**src/rtl/shot_ctrl.sv**
```systemverilog
// shot_ctrl: spawns, moves and retires up to MAX_SHOTS player projectiles.
// Ports:
//   clk, rst       : clock, synchronous active-high reset
//   clk_en         : one-clk game tick strobe
//   swF            : fire switch, active-low
//   scene          : current scene code; shots live only in PLAY_SCENE
//   player_pos     : player X, copied into a new shot
//   hit_valid/idx  : collision report, kills slot hit_idx
//   shot_valid     : per-slot live flag
//   shot_x/shot_y  : packed per-slot coordinates (9 / 8 bits per slot)
//   fire_event     : one-clk pulse on each spawn
module shot_ctrl #(
    parameter int         MAX_SHOTS  = 4,
    parameter int         COOLDOWN   = 15,
    parameter logic [7:0] Y_START    = 8'd200,
    parameter logic [7:0] Y_MIN      = 8'd16,
    parameter logic [7:0] SPEED      = 8'd2,
    parameter logic [1:0] PLAY_SCENE = 2'd1
) (
    input  logic                   clk,
    input  logic                   rst,
    input  logic                   clk_en,
    input  logic                   swF,
    input  logic [1:0]             scene,
    input  logic [8:0]             player_pos,
    input  logic                   hit_valid,
    input  logic [2:0]             hit_idx,
    output logic [MAX_SHOTS-1:0]   shot_valid,
    output logic [9*MAX_SHOTS-1:0] shot_x,
    output logic [8*MAX_SHOTS-1:0] shot_y,
    output logic                   fire_event
);

    localparam int CW = (COOLDOWN < 2) ? 1 : $clog2(COOLDOWN + 1);
    localparam logic [CW-1:0] CD_LOAD = CW'(COOLDOWN);
    // A shot below this Y cannot take another full step without
    // leaving the playfield, so it is retired instead of moved.
    localparam logic [7:0] Y_RETIRE = Y_MIN + SPEED;

    logic [CW-1:0]          cooldown;
    logic [CW-1:0]          cooldown_n;
    logic [MAX_SHOTS-1:0]   valid_n;
    logic [MAX_SHOTS-1:0]   hit_mask;
    logic [9*MAX_SHOTS-1:0] x_n;
    logic [8*MAX_SHOTS-1:0] y_n;
    logic                   fire_n;
    logic                   has_free;
    logic [2:0]             free_idx;
    logic                   spawn;
    logic                   play;

    assign play = (scene == PLAY_SCENE);

    // Lowest-index free slot, judged on pre-edge state only.
    always_comb begin
        has_free = 1'b0;
        free_idx = '0;
        for (int i = MAX_SHOTS - 1; i >= 0; i--) begin
            if (!shot_valid[i]) begin
                has_free = 1'b1;
                free_idx = 3'(i);
            end
        end
    end

    // Out-of-range or dead-slot hits never match a bit here.
    always_comb begin
        hit_mask = '0;
        for (int i = 0; i < MAX_SHOTS; i++) begin
            hit_mask[i] = hit_valid && (hit_idx == 3'(i)) && shot_valid[i];
        end
    end

    assign spawn = play && clk_en && !swF && (cooldown == '0) && has_free;

    always_comb begin
        valid_n    = shot_valid;
        x_n        = shot_x;
        y_n        = shot_y;
        cooldown_n = cooldown;
        fire_n     = 1'b0;
        if (!play) begin
            valid_n    = '0;
            cooldown_n = '0;
        end else begin
            valid_n = shot_valid & ~hit_mask;
            if (clk_en) begin
                for (int i = 0; i < MAX_SHOTS; i++) begin
                    if (shot_valid[i] && !hit_mask[i]) begin
                        if (shot_y[8*i +: 8] < Y_RETIRE) begin
                            valid_n[i] = 1'b0;
                        end else begin
                            y_n[8*i +: 8] = shot_y[8*i +: 8] - SPEED;
                        end
                    end
                end
                if (cooldown != '0) begin
                    cooldown_n = cooldown - CW'(1);
                end
            end
            // The chosen slot was free pre-edge, so it never collides
            // with the hit/move updates above.
            for (int i = 0; i < MAX_SHOTS; i++) begin
                if (spawn && (free_idx == 3'(i))) begin
                    valid_n[i]    = 1'b1;
                    x_n[9*i +: 9] = player_pos;
                    y_n[8*i +: 8] = Y_START;
                end
            end
            if (spawn) begin
                cooldown_n = CD_LOAD;
                fire_n     = 1'b1;
            end
        end
    end

    always_ff @(posedge clk) begin
        if (rst) begin
            shot_valid <= '0;
            shot_x     <= '0;
            shot_y     <= '0;
            cooldown   <= '0;
            fire_event <= 1'b0;
        end else begin
            shot_valid <= valid_n;
            shot_x     <= x_n;
            shot_y     <= y_n;
            cooldown   <= cooldown_n;
            fire_event <= fire_n;
        end
    end

endmodule
```
**config.mk**
```make
export PLATFORM = sky130hd
export DESIGN_NAME = shot_ctrl
export DESIGN_NICKNAME = d
export VERILOG_FILES = /design/src/rtl/shot_ctrl.sv
export SDC_FILE = /design/constraint.sdc
export NUM_CORES = 1
export LEC_CHECK = 0
export ABC_CLOCK_PERIOD_IN_PS = 2600
export CORE_UTILIZATION = 48
export CTS_CLUSTER_DIAMETER = 50
export DETAILED_ROUTE_END_ITERATION = 10
export GPL_ROUTABILITY_DRIVEN = 0
export PLACE_DENSITY = 0.78
export SLEW_MARGIN = 20
export SYNTH_ARGS = -nofsm -noshare
export SYNTH_HDL_FRONTEND = slang
export SYNTH_SLANG_ARGS = --single-unit
```
**constraint.sdc**
```tcl
create_clock -name clk -period 2.6 [get_ports clk]
set_input_delay 0.52 -clock clk [delete_from_list [all_inputs] [get_ports clk]]
set_output_delay 0.52 -clock clk [all_outputs]
set_load 0.05 [all_outputs]
```
==> run summary <==
Outcome = completed
Via count = 3,323
Fin. Hold Viols = 0
Post-Synth Simple-Gate Area = 26.9%
Hold WC Path Type = flip-flop to flip-flop
Crit Path Category = flip-flop to output port
DRT Pass-1 Iters = 4
CTS tree = built
Ordered list of cells on the worst path = clkdlybuf4s50_1
Max Freq = 439 MHz
Worst Setup Start Kind = flip-flop
Core Area = 0.00676 mm2
Synth cell count leaders = nand2_1, dfxtp_1, a21oi_1
Grt ovf = 0
Adder-Cell Fraction of Synth Area = 2.24%
Die Wd = 85.5 um
Crit path DAT = 1.76 ns
Clock slew at reported path FFs = 0.08 ns
IO buf count = 87
GRT Util Overall = 24.7%
Initial Util = 49.5%
Comb pwr share = 6.7%
Actual slew at the worst max-slew pin = 0.634 ns
# rows = 30
Clk Latency, worst-skew pair = 0.35 ns
Yosys top cell area share = 43.7%
Fillers = 580
DRT iter0 DRCs = 159
Post-synthesis register bit count = 73
Setup Skew = 0.00981 ns
Sequential share of the synthesized area = 43.7%
Compound-cell area share of the yosys netlist = 19.5%
WL/cell = 14.8 um
Slew Viols, Final = 0
Cell accounting for the most synthesized area = dfxtp_1
Post-Syn Area per Cell = 8.08 um2
Unrepaired setup endpoints after global routing = no
Largest net degree at the start of global routing = 62
Cell with the most instances after synthesis = nand2_1
Top Family by Delay on Critical Path = buffers and inverters
CP max-delay cell = clkdlybuf4s50_1
Final hold slack = 0.455 ns
Yosys cell types = 61
Fin worst setup slack = 0.319 ns
Fin crit share = 87.7%
Max clock buf depth = 2
Ant. Diodes = 0
Cell area after synthesis = 0.00334 mm2
Drt drc = 0
Clock share of power = 44.2%
Vias in the first global route = 3,002
Relative slew slack = 57.7%
Share of layout cells above drive strength 1 = 8.63%
Finished Cell Area = 0.00456 mm2
HPWL after DPL = 6220 um
CTS sink cnt = 73
Fin crit period = 2.28 ns
WL final = 8750 um
Final TNS setup = 0 ns
Num CTS Buffers = 9
Area growth from synthesis to layout = 36.3%
Net Sw Frac = 23.8%
Post-CTS Setup Inserts = 0
Die Height = 85.5 um
Synth Instances = 414
Place WS = 0.0192 ns
Cell Pwr Density = 503 mW/mm2
Worst EP required = 2.08 ns
Yosys warnings = 0
Number of nets in the layout = 530
CTS Root Cell = clkbuf_8
XOR/XNOR share of the synthesized area = 0.786%
Mux cell area share after synthesis = 1.23%
LEAKAGE = 1.57 nW
Asr flop ratio synth = 0%
Post-CTS Resized = 0
Max-cap viol count = 0
Top post-synthesis cells by area = dfxtp_1, nand2_1, a21oi_1
P_int = 0.00175 W
Sequential share of power = 49.1%
Delay of the slowest critical-path stage = 0.87 ns
Area after DPL = 0.00433 mm2
Ys flop type = dfxtp_1
First-pass GRT wire length = 14,300 um
Total die area = 0.00731 mm2
Vias per cell = 5.63
Initial antenna violation count = 0
EDFF count, synth = 0
Post-DRT Antenna Nets = 0
Ports = 92
Hold_buf cts = 0
Util after Layout = 67.5%
Largest family of logic cells by synthesized area = simple AND/OR/NAND/NOR gates
Setup Viol. Count Final = 0
Bufs and invs on worst path = 1
CP Max Fanout = 10
H-tree depth = 3
NetSw = 0.000546 W
Worst ir drop on vdd = 310 uV
Crit end category = output port
[kinds of logic after synthesis]
family	Yosys count
and+or+nand+nor	184
AOI/OAI and AO/OA	102
DFF	73
buffers and inverters	41
adders and majority gates	6
muxes	4
xor gates and xnor gates	3
other	1
[layout make-up]
| class | instances | area [um2] | share of cell area [%] |
|---|---|---|---|
| Timing Repair Buffer | 104 | 1010 | 22.1 |
| Multi-Input combinational cell | 303 | 1710 | 37.5 |
| Tap cell | 80 | 100 | 2.20 |
| Clock buffer | 10 | 138 | 3.02 |
| Clock inverter | 6 | 91.3 | 2.00 |
| Inverter | 14 | 52.6 | 1.15 |
| Sequential cell | 73 | 1460 | 32.1 |
[registers in the layout (all words and copies together) (netlist names)]
register / cells
shot_y: 28
shot_x: 36
cooldown: 4
fire_event: 1
shot_valid: 4
[routing by layer]
metal | vias to the layer above | wire length [um] | track usage [%]
met1 | 1540 | 4100 | 32.4
met3 | 18 | 500 | 5.35
li1 | 1649 | - | -
met5 | - | 0 | 0
met2 | 116 | 3990 | 39.9
met4 | 0 | 148 | 9.24
[through the flow]
| step | total power [W] | instances |
|---|---|---|
| 4_1_cts | 0.00230 | 590 |
| 6_report | 0.00229 | 590 |
| 2_1_floorplan | 0.00124 | 417 |
| 5_1_grt | 0.00237 | 590 |
| 3_5_place_dp | 0.00130 | 574 |
| 3_3_place_gp | 0.00130 | 574 |
[layout by cell type, fill, tap and decap left out, types with 5 or more instances in the layout]
cell / instances
nor3_1: 14
nand2_1: 88
clkdlybuf4s50_1: 86
inv_1: 13
ha_1: 6
nor4_1: 5
or3_1: 13
clkbuf_8: 10
a21oi_1: 59
nand3b_1: 5
buf_4: 16
nor2_1: 26
nand3_1: 6
dfxtp_1: 73
[power by group through the flow]
stage          logic (W)  registers [W]  clock network (W)
4_1_cts         0.000153        0.00113            0.00102
5_1_grt         0.000165        0.00113            0.00108
6_report        0.000154        0.00113            0.00101
3_5_place_dp    0.000153        0.00115                  0
3_3_place_gp    0.000151        0.00115                  0
2_1_floorplan  0.0000737        0.00117                  0
[path summary, 6_finish.rpt]
check           startpoint       endpoint  slack (ns)  cells past startpoint
min reg2reg      shot_x[8]      shot_x[8]        0.45                      2
max          shot_valid[0]  shot_valid[0]        0.32                      1
min              shot_x[8]      shot_x[8]        0.45                      2
max reg2reg    cooldown[0]     shot_y[18]        0.36                      7
Note: power is estimated with default switching activity, not from simulation.
